[config.mk]
export PLATFORM = sky130hd
export DESIGN_NAME = fetch_stage_flat
export DESIGN_NICKNAME = d
export VERILOG_FILES = /design/src/rtl/fetch_stage_if.sv /design/src/rtl/fetch_stage.sv /design/src/flat_wrapper.sv
export SDC_FILE = /design/constraint.sdc
export NUM_CORES = 1
export LEC_CHECK = 0
export ABC_AREA = 1
export CORE_AREA = 2 2 84 86
export CTS_CLUSTER_DIAMETER = 80
export DETAILED_ROUTE_END_ITERATION = 16
export DIE_AREA = 0 0 86 88
export PLACE_DENSITY = 0.74
export SLEW_MARGIN = 10
export SYNTH_ARGS = -nofsm -noshare
export SYNTH_HDL_FRONTEND = slang
export SYNTH_SLANG_ARGS = --single-unit
[constraint.sdc]
create_clock -name clk -period 1.65 [get_ports clk]
set_input_delay 0.33 -clock clk [delete_from_list [all_inputs] [get_ports clk]]
set_output_delay 0.33 -clock clk [all_outputs]
set_load 0.02 [all_outputs]
[src/rtl/fetch_stage_if.sv]
// Instruction-memory read bus between the fetch stage and the instruction
// memory or cache.
//   imem_req    fetch -> mem  read request, held while waiting for data
//   imem_addr   fetch -> mem  read address; it may change while the request is held
//   imem_ready  mem -> fetch  imem_rdata is valid this cycle for imem_addr
//   imem_rdata  mem -> fetch  16-bit instruction word
interface fetch_stage_if;
  logic        imem_req;
  logic [15:0] imem_addr;
  logic        imem_ready;
  logic [15:0] imem_rdata;

  modport master (output imem_req, output imem_addr,
                  input  imem_ready, input imem_rdata);
  modport slave  (input  imem_req, input imem_addr,
                  output imem_ready, output imem_rdata);
endinterface

[src/rtl/fetch_stage.sv]
// IF stage of the 16-bit pipelined CPU. It owns the PC and the IF/ID pipeline
// register, and it issues instruction reads over the imem interface.
// Each accepted word advances the PC by 2. A taken redirect from ID replaces
// the PC. An HLT word parks the front end until reset or a redirect arrives.
// Ports:
//   clk, rst_n       clock; asynchronous active-low reset
//   stall            hazard unit: hold the PC and IF/ID this cycle
//   redirect_valid   taken branch or jump resolved in ID
//   redirect_pc      new PC when redirect_valid=1 (bit 0 is ignored)
//   imem             instruction-memory read bus (master side)
//   if_id_valid      IF/ID holds a real instruction
//   if_id_instr      instruction to decode (NOP_INSTR while not valid)
//   if_id_pc_plus2   PC+2 of that instruction, the branch base
//   halted           front end parked on HLT
module fetch_stage #(
  parameter logic [15:0] RESET_PC    = 16'h0000,
  parameter logic [3:0]  HALT_OPCODE = 4'hF,
  parameter logic [15:0] NOP_INSTR   = 16'h0000
) (
  input  logic                clk,
  input  logic                rst_n,
  input  logic                stall,
  input  logic                redirect_valid,
  input  logic [15:0]         redirect_pc,
  fetch_stage_if.master       imem,
  output logic                if_id_valid,
  output logic [15:0]         if_id_instr,
  output logic [15:0]         if_id_pc_plus2,
  output logic                halted
);

  localparam logic [1:0] ST_IDLE  = 2'd0;
  localparam logic [1:0] ST_FETCH = 2'd1;
  localparam logic [1:0] ST_HALT  = 2'd2;

  logic [1:0]  state_q, state_d;
  logic [15:0] pc_q, pc_d;
  logic        if_id_valid_q, if_id_valid_d;
  logic [15:0] if_id_instr_q, if_id_instr_d;
  logic [15:0] if_id_pc_plus2_q, if_id_pc_plus2_d;
  logic        halted_q, halted_d;

  logic [15:0] pc_plus2;
  logic [15:0] redirect_target;

  // Addition wraps mod 2^16: 16'hFFFE + 2 gives 16'h0000.
  assign pc_plus2        = pc_q + 16'd2;
  // Bit 0 is cleared, so the PC always stays halfword aligned.
  assign redirect_target = redirect_pc & 16'hFFFE;

  always_comb begin
    // NOTE: every signal gets a default before the case statement. This
    // avoids inferred latches and makes "hold" the implicit behaviour.
    state_d          = state_q;
    pc_d             = pc_q;
    if_id_valid_d    = if_id_valid_q;
    if_id_instr_d    = if_id_instr_q;
    if_id_pc_plus2_d = if_id_pc_plus2_q;
    halted_d         = halted_q;

    case (state_q)
      ST_IDLE: begin
        state_d = ST_FETCH;
      end

      ST_FETCH: begin
        if (redirect_valid) begin
          // The wrong-path word, if one returns this cycle, is discarded.
          pc_d          = redirect_target;
          if_id_valid_d = 1'b0;
          if_id_instr_d = NOP_INSTR;
        end else if (stall) begin
          // Hold everything. Returned data is dropped and fetched again later.
        end else if (imem.imem_ready) begin
          if_id_valid_d    = 1'b1;
          if_id_instr_d    = imem.imem_rdata;
          if_id_pc_plus2_d = pc_plus2;
          if (imem.imem_rdata[15:12] == HALT_OPCODE) begin
            // HLT enters decode, but the PC stays on it.
            state_d  = ST_HALT;
            halted_d = 1'b1;
          end else begin
            pc_d = pc_plus2;
          end
        end else begin
          if_id_valid_d = 1'b0;
          if_id_instr_d = NOP_INSTR;
        end
      end

      ST_HALT: begin
        if (redirect_valid) begin
          // The HLT was on a mispredicted path, so resume at the target.
          state_d       = ST_FETCH;
          halted_d      = 1'b0;
          pc_d          = redirect_target;
          if_id_valid_d = 1'b0;
          if_id_instr_d = NOP_INSTR;
        end else if (!stall) begin
          if_id_valid_d = 1'b0;
          if_id_instr_d = NOP_INSTR;
        end
      end

      default: begin
        state_d = ST_IDLE;
      end
    endcase
  end

  // NOTE: sequential state uses non-blocking assignments only, so every flop
  // samples the pre-edge values regardless of statement order.
  always_ff @(posedge clk or negedge rst_n) begin
    if (!rst_n) begin
      state_q          <= ST_IDLE;
      pc_q             <= RESET_PC;
      if_id_valid_q    <= 1'b0;
      if_id_instr_q    <= NOP_INSTR;
      if_id_pc_plus2_q <= 16'h0000;
      halted_q         <= 1'b0;
    end else begin
      state_q          <= state_d;
      pc_q             <= pc_d;
      if_id_valid_q    <= if_id_valid_d;
      if_id_instr_q    <= if_id_instr_d;
      if_id_pc_plus2_q <= if_id_pc_plus2_d;
      halted_q         <= halted_d;
    end
  end

  assign imem.imem_req   = (state_q == ST_FETCH);
  assign imem.imem_addr  = pc_q;
  assign if_id_valid     = if_id_valid_q;
  assign if_id_instr     = if_id_instr_q;
  assign if_id_pc_plus2  = if_id_pc_plus2_q;
  assign halted          = halted_q;

endmodule

[src/flat_wrapper.sv]
// flat-port wrapper written by rule: the top's interface ports become plain ports
module fetch_stage_flat 
#(
  parameter logic [15:0] RESET_PC    = 16'h0000,
  parameter logic [3:0]  HALT_OPCODE = 4'hF,
  parameter logic [15:0] NOP_INSTR   = 16'h0000
)
  (clk, rst_n, stall, redirect_valid, redirect_pc, if_id_valid, if_id_instr, if_id_pc_plus2, halted, imem_imem_req, imem_imem_addr, imem_imem_ready, imem_imem_rdata);
  fetch_stage_if imem_i ();
  input  logic clk;
  input  logic rst_n;
  input  logic stall;
  input  logic redirect_valid;
  input  logic [15:0] redirect_pc;
  output logic if_id_valid;
  output logic [15:0] if_id_instr;
  output logic [15:0] if_id_pc_plus2;
  output logic halted;
  output wire logic [$bits(imem_i.imem_req)-1:0] imem_imem_req;
  output wire logic [$bits(imem_i.imem_addr)-1:0] imem_imem_addr;
  input wire logic [$bits(imem_i.imem_ready)-1:0] imem_imem_ready;
  input wire logic [$bits(imem_i.imem_rdata)-1:0] imem_imem_rdata;
  assign imem_imem_req = imem_i.imem_req;
  assign imem_imem_addr = imem_i.imem_addr;
  assign imem_i.imem_ready = imem_imem_ready;
  assign imem_i.imem_rdata = imem_imem_rdata;
  fetch_stage #(.RESET_PC(RESET_PC), .HALT_OPCODE(HALT_OPCODE), .NOP_INSTR(NOP_INSTR)) u_core (.clk(clk), .rst_n(rst_n), .stall(stall), .redirect_valid(redirect_valid), .redirect_pc(redirect_pc), .imem(imem_i), .if_id_valid(if_id_valid), .if_id_instr(if_id_instr), .if_id_pc_plus2(if_id_pc_plus2), .halted(halted));
endmodule
==> impl_metrics.json <==
{
  "r2r_setup_slack_ns": 0.08,
  "htree_num_levels": 2,
  "hpwl_mm": 5.27,
  "cts_root_buf": "clkbuf_8",
  "area_delta_synth_final_pct": 46.6,
  "synth_largest_area_cell": "dfrtp_1",
  "ios": 88,
  "drt_wl_total_mm": 6.97,
  "hold-worst-slack_ns": 0.484,
  "synth.top_cell.area_share_pct": 47.5,
  "r2r_end": "u_core.imem.imem_addr[8]",
  "tns_ns": 0,
  "setup_viol": 0,
  "synth-seq-cells": 50,
  "hold_viol_final": 0,
  "cts_max_path_buffers": 2,
  "grt_use_total_pct": 18.8,
  "initial_utilization_pct": 39.7,
  "viasPerCell": 5.00,
  "synthArstFlopShare_pct": 100,
  "yosys_warnings": 0,
  "chipWidth_um": 86,
  "path_buf_inv": 1,
  "holdCritStartpoint": "u_core.if_id_pc_plus2[15]",
  "numPortBuffers": 84,
  "required_ns": 1.32,
  "peakVddDrop_mv": 1.01,
  "reg2reg_depth": 10,
  "maxSlewViolCount": 0,
  "grt_max_degree": 34,
  "ant_nets": 0,
  "clk_pin_slew_ns": 0.09,
  "cpMaxStageDelayCell": "clkdlybuf4s50_1",
  "post_drt_wl_per_cell_um": 13.3,
  "critPathCaptureType": "primary output",
  "synth.yosys.seq_area_share_pct": 47.5,
  "outcome": "finished, final reports clean",
  "clock.fmax_ghz": 0.619,
  "power_mw": 7.94,
  "ys.flop_type": "dfrtp_1",
  "hp-class": "flop to flop",
  "critPathMaxStageDelay_ns": 0.61,
  "path_max_fanout": 2,
  "grt_pass1_wl_mm": 11.2,
  "rows": 30,
  "nets": 484,
  "r2r_start": "u_core.state_q[1]",
  "path_depth": 1,
  "gr-total-overflow": 0,
  "cts_tree": "built",
  "holdPathStages": 2,
  "critPathArrivalTime_ns": 1.29,
  "fp.dieArea_mm2": 0.00757,
  "hold_path_end": "u_core.if_id_pc_plus2[15]",
  "period_share_pct": 98.0,
  "num_vias": 2609,
  "place_congestion": 0.884,
  "drc": 0,
  "n_antenna_cell": 0,
  "synth_cells": 340,
  "die_h_um": 88,
  "p_leak_nw": 1.94,
  "core_mm2": 0.00664,
  "crit_type": "flop to primary output",
  "crit_path_cell_trace": "clkdlybuf4s50_1",
  "crit_family": "buffers and inverters",
  "drtPass1Iterations": 4,
  "startpoint_type": "flop",
  "grt_pass1_vias": 2375,
  "post_route_cells_drive_above_1_share_pct": 13.3,
  "period_minus_slack_ns": 1.62,
  "antenna_found_initial": 0,
  "dp_cells": 510,
  "netlist_top_cells_count": "nand2_1, dfrtp_1, nor2_1",
  "fin_skew_ns": 0.00306,
  "fin_ws_ns": 0.0332,
  "cap_violations": 0,
  "syn-cell-area_mm2": 0.00264,
  "fill_cells": 605,
  "synth_edf_count": 0,
  "synth.most_common_cell": "nand2_1",
  "stdcell_count": 522,
  "synth.area.top_cells": "dfrtp_1, nand2_1, nand4_1",
  "synth_cell_type_count": 26,
  "dp_slack_ns": -0.162,
  "clkLatencyLatePin_ns": 0.30,
  "numCtsBuffers": 5,
  "avgSynthCellArea_um2": 7.75,
  "p_per_area_mw_per_mm2": 2050,
  "drt_iter0_drc": 214,
  "numClockSinks": 50
}
==> per-layer routing <==
metal	vias up	GRT usage (%)	wire length [um]
li1	1311	-	-
met1	1218	25.7	3120
met2	69	29.7	3350
met3	11	3.02	352
met4	0	7.65	141
met5	-	0	0
==> stage by stage <==
stage                     utilization [%]  instance area, um^2
after floorplan                         -                 2640
after global placement               55.2                 3670
after detailed placement             55.2                 3670
after CTS                            56.9                 3780
after global routing                 58.2                 3860
final                                58.2                 3860
==> placed cells by master, fill, tap and decap left out, types with 2 or more instances in the layout <==
master | synthesis | final
buf_6 | 0 | 2
nor2_2 | 2 | 3
a31oi_1 | 7 | 7
nand4_1 | 22 | 22
o21ai_1 | 3 | 5
buf_4 | 5 | 17
ha_2 | 0 | 2
xor2_1 | 2 | 2
dlygate4sd2_1 | 0 | 15
clkbuf_8 | 0 | 6
conb_1 | 1 | 2
dlymetal6s2s_1 | 0 | 6
nand2_2 | 2 | 2
buf_12 | 0 | 4
nand3_1 | 27 | 25
nor2_1 | 33 | 31
ha_1 | 5 | 2
buf_2 | 6 | 2
o21ai_0 | 15 | 13
nand3_2 | 0 | 2
clkdlybuf4s50_1 | 0 | 61
nand2_1 | 125 | 124
or2_2 | 5 | 5
inv_1 | 18 | 15
dfrtp_1 | 50 | 49
inv_2 | 3 | 6
==> where the power goes <==
part           switching, mW  total [mW]  internal (mW)
combinational           2.68        4.72           2.04
sequential             0.503        2.33           1.83
clock                  0.400       0.886          0.486
total                   3.58        7.94           4.36
==> kinds of logic (layout without fill, tap and decap cells) <==
family,after synthesis,in the layout,synth area share (%)
AND/OR/NAND/NOR,217,217,35.3
flip-flops,50,50,47.5
buffers and inverters,36,137,7.17
AO/OA/AOI/OAI,29,29,6.89
adder cells (fa/ha/maj),5,5,2.37
XOR/XNOR,2,2,0.665
other,1,2,0.142
==> worst max path at each step <==
stage | start | slack (ns) | endpoint
after floorplan | u_core.state_q[0] | 0.09 | u_core.if_id_instr[10]
after global placement | imem_imem_rdata[13] | -0.09 | u_core.state_q[0]
after detailed placement | imem_imem_rdata[13] | -0.16 | u_core.state_q[0]
after CTS | u_core.state_q[1] | 0.02 | u_core.imem.imem_addr[8]
after global routing | u_core.state_q[1] | -0.03 | u_core.imem.imem_addr[8]
final | u_core.if_id_pc_plus2[8] | 0.03 | if_id_pc_plus2[8]
==> tightest hold or removal path: cells and delay by family (launching register included) <==
kind | cells | cell delay [ns]
flip-flops | 1 | 0.35
AND/OR/NAND/NOR | 2 | 0.10
==> final cells by class <==
cell class	count	area [um^2]	share of cell area, %
clock buffer	6	82.6	2.14
clock inverter	1	30.0	0.777
inverter	22	87.6	2.27
multi-input combinational	255	1240	32.2
sequential	50	1250	32.4
tap	80	100	2.59
timing repair buffer	108	1070	27.6
==> state kept, by name, summed over array words and instances (netlist names) <==
signal / flops
u_core.state_q: 2
u_core.if_id_valid: 1
u_core.if_id_instr: 16
u_core.imem.imem_addr: 15
u_core.halted: 1
u_core.if_id_pc_plus2: 15
==> repair_timing <==
item / in CTS / in global routing
hold buffers: 1 / 0
hold endpoints to repair: 17 / 0
buffers inserted: 1 / 3
pin swaps: 0 / 1
gates resized for setup: 20 / 23
endpoints found under the setup margin: 29 / 38
Note: power is estimated with default switching activity, not from simulation.
